==> config.mk <==
export PLATFORM = sky130hd
export DESIGN_NAME = pipeline_hazard_ctrl
export DESIGN_NICKNAME = d
export VERILOG_FILES = /design/src/rtl/pipeline_hazard_ctrl.sv
export SDC_FILE = /design/constraint.sdc
export NUM_CORES = 1
export LEC_CHECK = 0
export BUFFER_PORTS_ARGS = -buffer_cell sky130_fd_sc_hd__buf_2
export CORE_MARGIN = 8
export CORE_UTILIZATION = 33
export DETAILED_ROUTE_END_ITERATION = 12
export HOLD_SLACK_MARGIN = 0.1
export PLACE_DENSITY_LB_ADDON = 0.25
export SYNTH_ARGS = -nofsm -noshare
export SYNTH_HDL_FRONTEND = slang
export SYNTH_SLANG_ARGS = --single-unit
==> constraint.sdc <==
create_clock -name clk -period 1.3 [get_ports clk]
set_clock_uncertainty 0.1 [all_clocks]
set_input_delay 0.13 -clock clk [delete_from_list [all_inputs] [get_ports clk]]
set_output_delay 0.13 -clock clk [all_outputs]
set_load 0.1 [all_outputs]
==> src/rtl/pipeline_hazard_ctrl.sv <==
// Hazard and sequencing controller for the five-stage MiniRiscV pipeline.
// Optional performance counters are enabled by defining HAZARD_PERF_CNT_EN.
module pipeline_hazard_ctrl #(
  parameter int unsigned CNT_W = 32
) (
  input  logic             clk,
  input  logic             rst,
  input  logic [4:0]       id_rs1,
  input  logic [4:0]       id_rs2,
  input  logic             id_use_rs1,
  input  logic             id_use_rs2,
  input  logic             id_ecall,
  input  logic             ex_MemRead,
  input  logic [4:0]       ex_rd,
  input  logic             ex_redirect,
  input  logic             io_ack,
  output logic             pc_stall,
  output logic             if_stall,
  output logic             if_clear,
  output logic             id_clear,
  output logic             ecall_busy,
  output logic [1:0]       state_o,
  output logic [CNT_W-1:0] stall_cnt,
  output logic [CNT_W-1:0] flush_cnt
);

  typedef enum logic [1:0] {
    S_RUN  = 2'd0,
    S_WAIT = 2'd1,
    S_GO   = 2'd2
  } state_t;

  state_t state, state_nxt;
  logic   ack_q;
  logic   ack_rise;
  logic   lu;

  assign ack_rise = io_ack & ~ack_q;
  assign lu = ex_MemRead & (ex_rd != 5'd0) &
              ((id_use_rs1 & (id_rs1 == ex_rd)) | (id_use_rs2 & (id_rs2 == ex_rd)));

  always_ff @(posedge clk) begin
    if (rst) begin
      state <= S_RUN;
      ack_q <= 1'b0;
    end else begin
      state <= state_nxt;
      ack_q <= io_ack;
    end
  end

  // A redirect squashes whatever sits in ID, including a waiting ecall.
  always_comb begin
    state_nxt = S_RUN;
    pc_stall  = 1'b0;
    if_stall  = 1'b0;
    if_clear  = 1'b0;
    id_clear  = 1'b0;
    if (rst) begin
      if_clear = 1'b1;
      id_clear = 1'b1;
    end else if (ex_redirect) begin
      if_clear  = 1'b1;
      id_clear  = 1'b1;
      state_nxt = S_RUN;
    end else begin
      case (state)
        S_RUN: begin
          if (id_ecall) begin
            state_nxt = S_WAIT;
          end else if (lu) begin
            pc_stall = 1'b1;
            if_stall = 1'b1;
            id_clear = 1'b1;
          end
        end
        S_WAIT: begin
          pc_stall  = 1'b1;
          if_stall  = 1'b1;
          id_clear  = 1'b1;
          state_nxt = ack_rise ? S_GO : S_WAIT;
        end
        S_GO:    state_nxt = S_RUN;
        default: state_nxt = S_RUN;
      endcase
    end
  end

  assign state_o    = state;
  assign ecall_busy = (state == S_WAIT);

`ifdef HAZARD_PERF_CNT_EN
  logic [CNT_W-1:0] stall_q;
  logic [CNT_W-1:0] flush_q;

  always_ff @(posedge clk) begin
    if (rst) begin
      stall_q <= '0;
      flush_q <= '0;
    end else begin
      if (pc_stall)
        stall_q <= stall_q + {{(CNT_W-1){1'b0}}, 1'b1};
      if (ex_redirect)
        flush_q <= flush_q + {{(CNT_W-1){1'b0}}, 1'b1};
    end
  end

  assign stall_cnt = stall_q;
  assign flush_cnt = flush_q;
`else
  assign stall_cnt = '0;
  assign flush_cnt = '0;
`endif

endmodule
==> results of run 1 <==
==> power by group <==
group	internal, mW	switching (mW)
registers	0.0953	0.00343
logic	0.108	0.942
clock network	0.115	0.0405
total	0.318	0.986
==> worst paths after layout <==
kind / startpoint / end / slack (ns) / depth (start not counted)
max: ex_rd[1] / id_clear / -0.34 / 6
min: id_ecall / state_o[0] / 0.14 / 3
max reg2reg: state_o[1] / state_o[1] / 0.15 / 5
min reg2reg: ack_q / state_o[1] / 0.31 / 1
==> stage by stage <==
step / util / TNS (ns) / power (mW) / hold WS, ns / area, um^2
5_1_grt: 0.4576 / -1.212 / 1.347 / 0.1455 / 1012
3_5_place_dp: 0.3988 / -1.130 / 1.104 / 0.2474 / 882.1
4_1_cts: 0.4400 / -1.112 / 1.284 / 0.1341 / 973.4
2_1_floorplan: - / -2.822 / 1.165 / 0.1016 / 1060
6_report: 0.4576 / -1.021 / 1.303 / 0.1386 / 1012
3_3_place_gp: 0.3988 / -1.064 / 1.103 / 0.2472 / 882.1
==> sequential cells by signal, indices dropped and copies added, names as in the netlist <==
register and cells:
state_o 2, ack_q 1
==> worst max-delay path: stages <==
cell and delay (ns):
buf_2 0.13, or4_4 0.53, o211ai_2 0.22, buf_4 0.17, o21ai_4 0.06, buf_12 0.17
==> what timing repair did <==
action | 4_1_cts | 5_1_grt
endpoints found under the hold margin | 2 | 0
buffers inserted | 0 | 1
pin swaps | 1 | 2
gates resized for setup | 9 | 5
endpoints found under the setup margin | 4 | 5
hold buffers | 2 | 0
==> routing by layer <==
metal | global-route usage | wire, um | vias up
met5 | 0 | 0 | -
met4 | 0.03270 | 19 | 0
met3 | 0.03484 | 207 | 2
met2 | 0.1317 | 927 | 58
met1 | 0.09970 | 805 | 243
li1 | - | - | 261
==> cell families after synthesis <==
family | Yosys count | synth area share
buffers and inverters | 66 | 0.6411
and+or+nand+nor | 13 | 0.1044
xor gates and xnor gates | 10 | 0.1142
AOI/OAI and AO/OA | 5 | 0.05708
DFF | 3 | 0.07831
other | 1 | 0.004889
==> area by class of cell <==
class,count,area share
inverter,1,0.007417
clock buffer,4,0.02596
tap,28,0.03461
sequential,3,0.06428
timing repair buffer,39,0.3412
multi-input combinational,92,0.5266
==> layout by cell type (no fill, tap or decap) <==
| cell | count |
|---|---|
| buf_2 | 20 |
| buf_4 | 6 |
| nand3b_1 | 1 |
| nor2b_4 | 1 |
| dlygate4sd3_1 | 2 |
| nor2_1 | 2 |
| xor2_2 | 2 |
| nand2_1 | 1 |
| o21ai_0 | 1 |
| o21ai_4 | 1 |
| o211ai_2 | 1 |
| nor3b_2 | 1 |
| buf_6 | 4 |
| nor2_4 | 1 |
| dfxtp_4 | 1 |
| dfxtp_2 | 1 |
| clkinvlp_4 | 1 |
| nor4_2 | 1 |
| nor2b_1 | 1 |
| and2_0 | 1 |
| a32oi_2 | 1 |
| nor4_4 | 1 |
| dfxtp_1 | 1 |
| buf_8 | 1 |
| clkbuf_4 | 3 |
| clkbuf_1 | 1 |
| xor2_1 | 6 |
| buf_12 | 6 |
| or4_4 | 1 |
| nor3_1 | 1 |
| xnor2_1 | 2 |
| conb_1 | 64 |
| o31ai_4 | 1 |
==> impl_metrics.json, run 1 <==
{
  "status": "complete, but fails checks",
  "failed_checks": "setup timing",
  "drt_iter0_drc": 17,
  "syn_area_per_cell_um2": 7.826,
  "final_nets": 163,
  "regArea_um2": 65.06,
  "power_density_nw_per_um2": 1288,
  "synth-seq-cells": 3,
  "avgRoutedWirePerCell_um": 11.73,
  "end_kind": "output port",
  "clkSlewWorstSetupHoldPaths_ns": 0.04,
  "row_count": 17,
  "worstPathArrival_ns": 1.41,
  "yosysMostFrequentCell": "buf_4",
  "synth_area_leaders": "buf_4 (64%), xor2_1 (9.1%), dfxtp_1 (7.8%)",
  "synth-edff-count": 0,
  "drt-total-wl_um": 1959,
  "crit_required_ns": 1.07,
  "drv_cap": 0,
  "stdcell_count": 167,
  "drc_errors": 0,
  "rsz0062_at_grt": "yes",
  "grt_start_max_net_pins": 5,
  "clock_latency_ns": 0.22,
  "firstDrtPassIters": 2,
  "fin_crit_sh": 1.263,
  "portBuffers": 29,
  "gp_congestion": 0.8615,
  "cp_max_fo": 3,
  "drv_slew": 0,
  "yosys-top-cells-count": "buf_4 (65), xor2_1 (8), dfxtp_1 (3), nor2_1 (3)",
  "fmax_mhz": 609.2,
  "fp.dieW_um": 64.21,
  "fp.dieH_um": 64.21,
  "power.leakage_nw": 0.5310,
  "grt_pass1_wl_um": 2829,
  "yosysWarnings": 0,
  "grt.total_usage": 0.08407,
  "drt.antenna.violating_nets": 0,
  "setup_viol": 3,
  "pin_count": 94,
  "num_vias": 564,
  "pre_cts_slack_ns": -0.3787,
  "grt-ovfl-total": 0,
  "dieArea_um2": 4123,
  "dp.cells": 160,
  "start_util": 0.3467,
  "worst_slack_ns": -0.3416,
  "clock-sinks": 3,
  "cts_tree": "built",
  "grt_pass1_vias": 632,
  "root_buffer": "clkbuf_4",
  "synthesis.instances": 98,
  "cp-start-kind": "input port",
  "area_growth_pct": 31.97,
  "cts_buffers": 3,
  "seq_area_frac_synth": 0.07830,
  "async_reset_ff_frac": 0,
  "htree_num_levels": 1,
  "ir_drop_uv": 658.8,
  "period_minus_slack_ns": 1.642,
  "ys.flop_type": "dfxtp_1",
  "antenna_found_initial": 0,
  "hold_violations": 0,
  "yosysTopAreaCell": "buf_4",
  "multi_input_area_um2": 533.0,
  "vias_per_cell": 3.377,
  "layout-drive-gt1-share": 0.3957,
  "place_hpwl_um": 1664,
  "clockBufferDepth": 2,
  "synth_area_um2": 767.0,
  "diodes": 0,
  "hp-class": "input port to flop",
  "synth_cell_types": 21,
  "crit_type": "input port to output port",
  "coreArea_um2": 2212,
  "fillCellCount": 238,
  "synth_top_area_frac": 0.6362
}
Power figures use the tool's default switching activity.
==> run 2, diff against run 1 <==
--- a/config.mk
+++ b/config.mk
@@ -11,6 +11,7 @@
 export DETAILED_ROUTE_END_ITERATION = 12
 export HOLD_SLACK_MARGIN = 0.1
 export PLACE_DENSITY_LB_ADDON = 0.25
+export REMOVE_ABC_BUFFERS = 1
 export SYNTH_ARGS = -nofsm -noshare
 export SYNTH_HDL_FRONTEND = slang
 export SYNTH_SLANG_ARGS = --single-unit
==> impl_metrics.json, run 2 (same netlist as run 1, synthesis figures left out) <==
{
  "largest_register_ffs": 2,
  "fp.dieW_um": 64.21,
  "grt_start_max_net_pins": 4,
  "layout-drive-gt1-share": 0.3406,
  "cts_tree": "built",
  "rsz0062_at_grt": "yes",
  "status": "complete, but fails checks",
  "avgRoutedWirePerCell_um": 11.24,
  "dp.cells": 160,
  "worstPathArrival_ns": 1.43,
  "end_kind": "output port",
  "period_minus_slack_ns": 1.657,
  "pin_count": 94,
  "clockBufferDepth": 2,
  "pre_cts_slack_ns": -0.3766,
  "ir_drop_uv": 840.1,
  "power_mw": 1.296,
  "drt.antenna.violating_nets": 0,
  "drt-total-wl_um": 1866,
  "r2r_end": "state_o[1]",
  "cp-start-kind": "input port",
  "row_count": 17,
  "wl_met1_um": 578,
  "start_util": 0.3467,
  "htree_num_levels": 1,
  "vias_per_cell": 3.235,
  "place_hpwl_um": 1680,
  "firstDrtPassIters": 6,
  "portBuffers": 29,
  "hp-class": "input port to flop",
  "grt.total_usage": 0.08163,
  "drc_errors": 0,
  "power.leakage_nw": 0.5266,
  "worst_slack_ns": -0.3573,
  "clock-sinks": 3,
  "gp_congestion": 0.7713,
  "fp.dieH_um": 64.21,
  "setup_viol": 3,
  "failed_checks": "setup timing",
  "grt_pass1_wl_um": 2746,
  "hold_violations": 0,
  "root_buffer": "clkbuf_4",
  "crit_type": "input port to output port",
  "stdcell_count": 166,
  "met2WireLength_um": 896,
  "endpoint": "if_stall",
  "final_area_um2": 955.9,
  "cp_max_fo": 3,
  "grt_pass1_vias": 576,
  "finalSetupTns_ns": -0.9476,
  "drt_iter0_drc": 12,
  "r2r_slack_ns": 0.22,
  "power_density_nw_per_um2": 1356,
  "dr.max_layer_used": "met3",
  "grt-ovfl-total": 0,
  "area_growth_pct": 24.63,
  "r2r_start": "state_o[0]",
  "crit_required_ns": 1.07,
  "dieArea_um2": 4123,
  "coreArea_um2": 2212,
  "cts_buffers": 3,
  "final_cell_mix": "conb_1 (64), buf_2 (18), buf_4 (8), buf_12 (7), xor2_1 (6)",
  "ff2ff_path_depth": 4,
  "met3_wirelength_um": 390,
  "num_vias": 537,
  "drv_slew": 0,
  "clock_latency_ns": 0.24,
  "final_common_cell": "conb_1",
  "fmax_mhz": 603.4,
  "drv_cap": 0,
  "diodes": 0,
  "final_nets": 162,
  "antenna_found_initial": 0,
  "placed_area_um2": 853.3,
  "fin_crit_sh": 1.275,
  "clkSlewWorstSetupHoldPaths_ns": 0.04,
  "cp-startpoint": "ex_rd[2]"
}
## run 2: changes by cell type in the layout (fill, tap and decap cells not counted), sizes merged
| cell | previous run | this run |
|---|---|---|
| inv | 0 | 1 |
| clkinvlp | 1 | 0 |
| buf | 37 | 36 |
## run 2: power breakdown
part / switching [mW] / leakage, nW / total, mW / internal [mW]
Combinational: 0.930 / 0.487 / 1.03 / 0.104
Sequential: 0.00143 / 0.0246 / 0.0975 / 0.0961
Clock: 0.0492 / 0.0150 / 0.164 / 0.115
## run 2: area by class of cell
cell class | instances | area [um^2]
Clock buffer | 4 | 26.28
Multi-Input combinational cell | 92 | 483.0
Timing Repair Buffer | 38 | 347.8
Sequential cell | 3 | 60.06
Inverter | 1 | 3.754
Fill cell | 234 | 1256
Tap cell | 28 | 35.03
## run 2: what timing repair did
action / CTS / global route
setup endpoints to repair: 4 / 3
hold endpoints to repair: 2 / 0
hold buffers: 2 / 0
gates resized for setup: 8 / 4
buffers inserted: 0 / 0
cloned: 0 / 0
pin swaps: 1 / 1
## run 2: routing by layer
layer	track usage	vias to the layer above
li1	-	260
met1	0.07510	229
met2	0.1317	48
met3	0.07143	0
met4	0.02452	0
met5	0	-
## run 2: metrics by stage
stage	util	hold slack, ns
5_1_grt	0.4321	0.1442
4_1_cts	0.4225	0.1176
2_1_floorplan	-	0.1016
3_5_place_dp	0.3857	0.2068
3_3_place_gp	0.3857	0.2075
6_report	0.4321	0.1155
## run 2: worst min path at each step
stage             start          to  slack (ns)  depth (start not counted)
6_report       id_ecall  state_o[0]        0.12                          3
5_1_grt        id_ecall  state_o[0]        0.14                          3
4_1_cts        id_ecall  state_o[0]        0.12                          3
3_5_place_dp        rst       ack_q        0.21                          2
3_3_place_gp        rst       ack_q        0.21                          2
2_1_floorplan       rst       ack_q        0.10                          1
## run 2: critical path, cell delays in order
cell and delay, ns:
buf_8 0.10, xor2_2 0.16, nor4_2 0.27, a32oi_2 0.17, o31ai_2 0.24, buf_4 0.17, buf_12 0.17
==> run 3, diff against run 2 <==
--- a/config.mk
+++ b/config.mk
@@ -5,9 +5,10 @@
 export SDC_FILE = /design/constraint.sdc
 export NUM_CORES = 1
 export LEC_CHECK = 0
+export ABC_AREA = 1
 export BUFFER_PORTS_ARGS = -buffer_cell sky130_fd_sc_hd__buf_2
 export CORE_MARGIN = 8
-export CORE_UTILIZATION = 33
+export CORE_UTILIZATION = 34
 export DETAILED_ROUTE_END_ITERATION = 12
 export HOLD_SLACK_MARGIN = 0.1
 export PLACE_DENSITY_LB_ADDON = 0.25
==> impl_metrics.json, run 3 <==
{
  "clock_latency_ns": 0.23,
  "grt-ovfl-total": 0,
  "crit_type": "flop to output port",
  "cp_max_fo": 3,
  "clockBufferDepth": 2,
  "synth_area_leaders": "buf_4 (57%), nand2_1 (12%), dfxtp_1 (7.0%)",
  "firstDrtPassIters": 4,
  "hp-class": "input port to flop",
  "period_minus_slack_ns": 1.482,
  "synth_top_area_frac": 0.5718,
  "root_buffer": "clkbuf_4",
  "rsz0062_at_grt": "yes",
  "drc_errors": 0,
  "setup_viol": 4,
  "crit_required_ns": 1.07,
  "crit_slowest_cell": "dfxtp_2",
  "synth_cell_types": 15,
  "yosysWarnings": 0,
  "avgRoutedWirePerCell_um": 9.419,
  "hold_violations": 0,
  "met2WireLength_um": 963,
  "place_hpwl_um": 1851,
  "grt_start_max_net_pins": 6,
  "stdcell_count": 215,
  "end_kind": "output port",
  "drt_iter0_drc": 31,
  "power.leakage_nw": 0.6719,
  "drv_slew": 0,
  "power_density_nw_per_um2": 1270,
  "yosys-top-cells-count": "buf_4 (65), nand2_1 (28), inv_1 (15)",
  "clock-sinks": 3,
  "start_util": 0.3508,
  "met3_wirelength_um": 429,
  "drt-total-wl_um": 2025,
  "fp.dieW_um": 66.10,
  "final_nets": 209,
  "syn_area_per_cell_um2": 6.052,
  "worst_slack_ns": -0.1825,
  "finalSetupTns_ns": -0.5653,
  "pin_count": 94,
  "cts_tree": "built",
  "yosysTopAreaCell": "buf_4",
  "htree_num_levels": 1,
  "failed_checks": "setup timing",
  "power_mw": 1.305,
  "yosysMostFrequentCell": "buf_4",
  "synth_area_um2": 853.3,
  "fmax_mhz": 674.5,
  "cp-start-kind": "flop",
  "wl_met1_um": 632,
  "grt_pass1_vias": 687,
  "synthesis.instances": 141,
  "dieArea_um2": 4369,
  "cp_cell_sequence": "nor2_1 > nand3_1 > inv_1 > nand2_2 > a21oi_2 > buf_6 > buf_12",
  "synth-edff-count": 0,
  "antenna_found_initial": 0,
  "grt_pass1_wl_um": 2835,
  "status": "complete, but fails checks",
  "cts_buffers": 3,
  "drv_cap": 0,
  "diodes": 0,
  "num_vias": 701,
  "vias_per_cell": 3.260,
  "dp.cells": 208,
  "dr.max_layer_used": "met3",
  "ys.flop_type": "dfxtp_1",
  "worstPathArrival_ns": 1.25,
  "coreArea_um2": 2432,
  "seq_area_frac_synth": 0.07038,
  "fin_crit_sh": 1.140,
  "async_reset_ff_frac": 0,
  "row_count": 18,
  "grt.total_usage": 0.07864,
  "cpPeakStageDelay_ns": 0.32,
  "clkSlewWorstSetupHoldPaths_ns": 0.03,
  "pre_cts_slack_ns": -0.07034,
  "area_growth_pct": 20.38,
  "layout-drive-gt1-share": 0.3081,
  "final_common_cell": "conb_1",
  "portBuffers": 29,
  "synth-seq-cells": 3,
  "largest_register_ffs": 2,
  "gp_congestion": 0.6526,
  "drt.antenna.violating_nets": 0,
  "ir_drop_uv": 965.3,
  "fp.dieH_um": 66.10,
  "final_cell_mix": "conb_1 (64), nand2_1 (28), buf_2 (22), inv_1 (14), buf_4 (10)"
}
[run 3: cell types whose count changed in the layout (fill, tap and decap cells not counted), moves of 5 or more]
cell | before | now
xor2_1 | 6 | 0
nor2_1 | 3 | 9
inv_1 | 1 | 14
inv_2 | 0 | 5
nand2_1 | 1 | 28
[run 3: critical path: cells and delay by family, from the launching register on]
| family | cells | cell delay [ns] |
|---|---|---|
| flops | 1 | 0.32 |
| buf+inv | 3 | 0.36 |
| simple gates | 3 | 0.21 |
| compound gates | 1 | 0.13 |
[run 3: timing repair]
action / in CTS / in global routing
endpoints found under the hold margin: 2 / 0
pin swaps: 4 / 2
gates resized for setup: 3 / 2
hold buffers: 2 / 0
setup endpoints to repair: 3 / 4
setup buffers: 0 / 1
[run 3: final cells by class]
class	count	area [um^2]
inverter	19	71.32
sequential	3	62.56
multi-input combinational	117	473.0
clock buffer	4	26.28
timing repair buffer	42	356.6
fill	277	1405
tap	30	37.54
[run 3: power breakdown]
| part | leakage, nW | switching (mW) | total, mW | internal (mW) |
|---|---|---|---|---|
| logic | 0.631 | 0.943 | 1.05 | 0.103 |
| registers | 0.0255 | 0.00216 | 0.0987 | 0.0966 |
| clock network | 0.0150 | 0.0445 | 0.159 | 0.115 |
[run 3: worst paths after layout]
check	from	endpoint	slack [ns]	cells past startpoint
worst min-delay path	id_ecall	state_o[0]	0.14	3
worst max register to register	state_o[0]	state_o[1]	0.26	5
worst max-delay path	state_o[1]	if_stall	-0.18	7
worst min register to register	ack_q	state_o[1]	0.32	1
[run 3: cell families (layout without fill, tap and decap cells)]
| kind of cell | Yosys count | in the layout | synth area share |
|---|---|---|---|
| buffers and inverters | 84 | 65 | 0.6554 |
| flip-flops | 3 | 3 | 0.07038 |
| other | 1 | 64 | 0.004395 |
| AO/OA/AOI/OAI | 2 | 2 | 0.01613 |
| AND/OR/NAND/NOR | 51 | 51 | 0.2537 |
[run 3: metal layers]
layer	vias to the layer above	track usage
met4	0	0.02400
met3	0	0.04068
li1	378	-
met1	270	0.07418
met5	-	0
met2	53	0.1435
[run 3: through the flow]
step                  util  hold WS (ns)  cell area, um^2
detailed placement  0.3966        0.2059            964.7
finish              0.4223        0.1389             1027
global route        0.4223        0.1929             1027
floorplan                -        0.1024            601.8
CTS                 0.4187        0.1397             1018
global placement    0.3966        0.2047            964.7
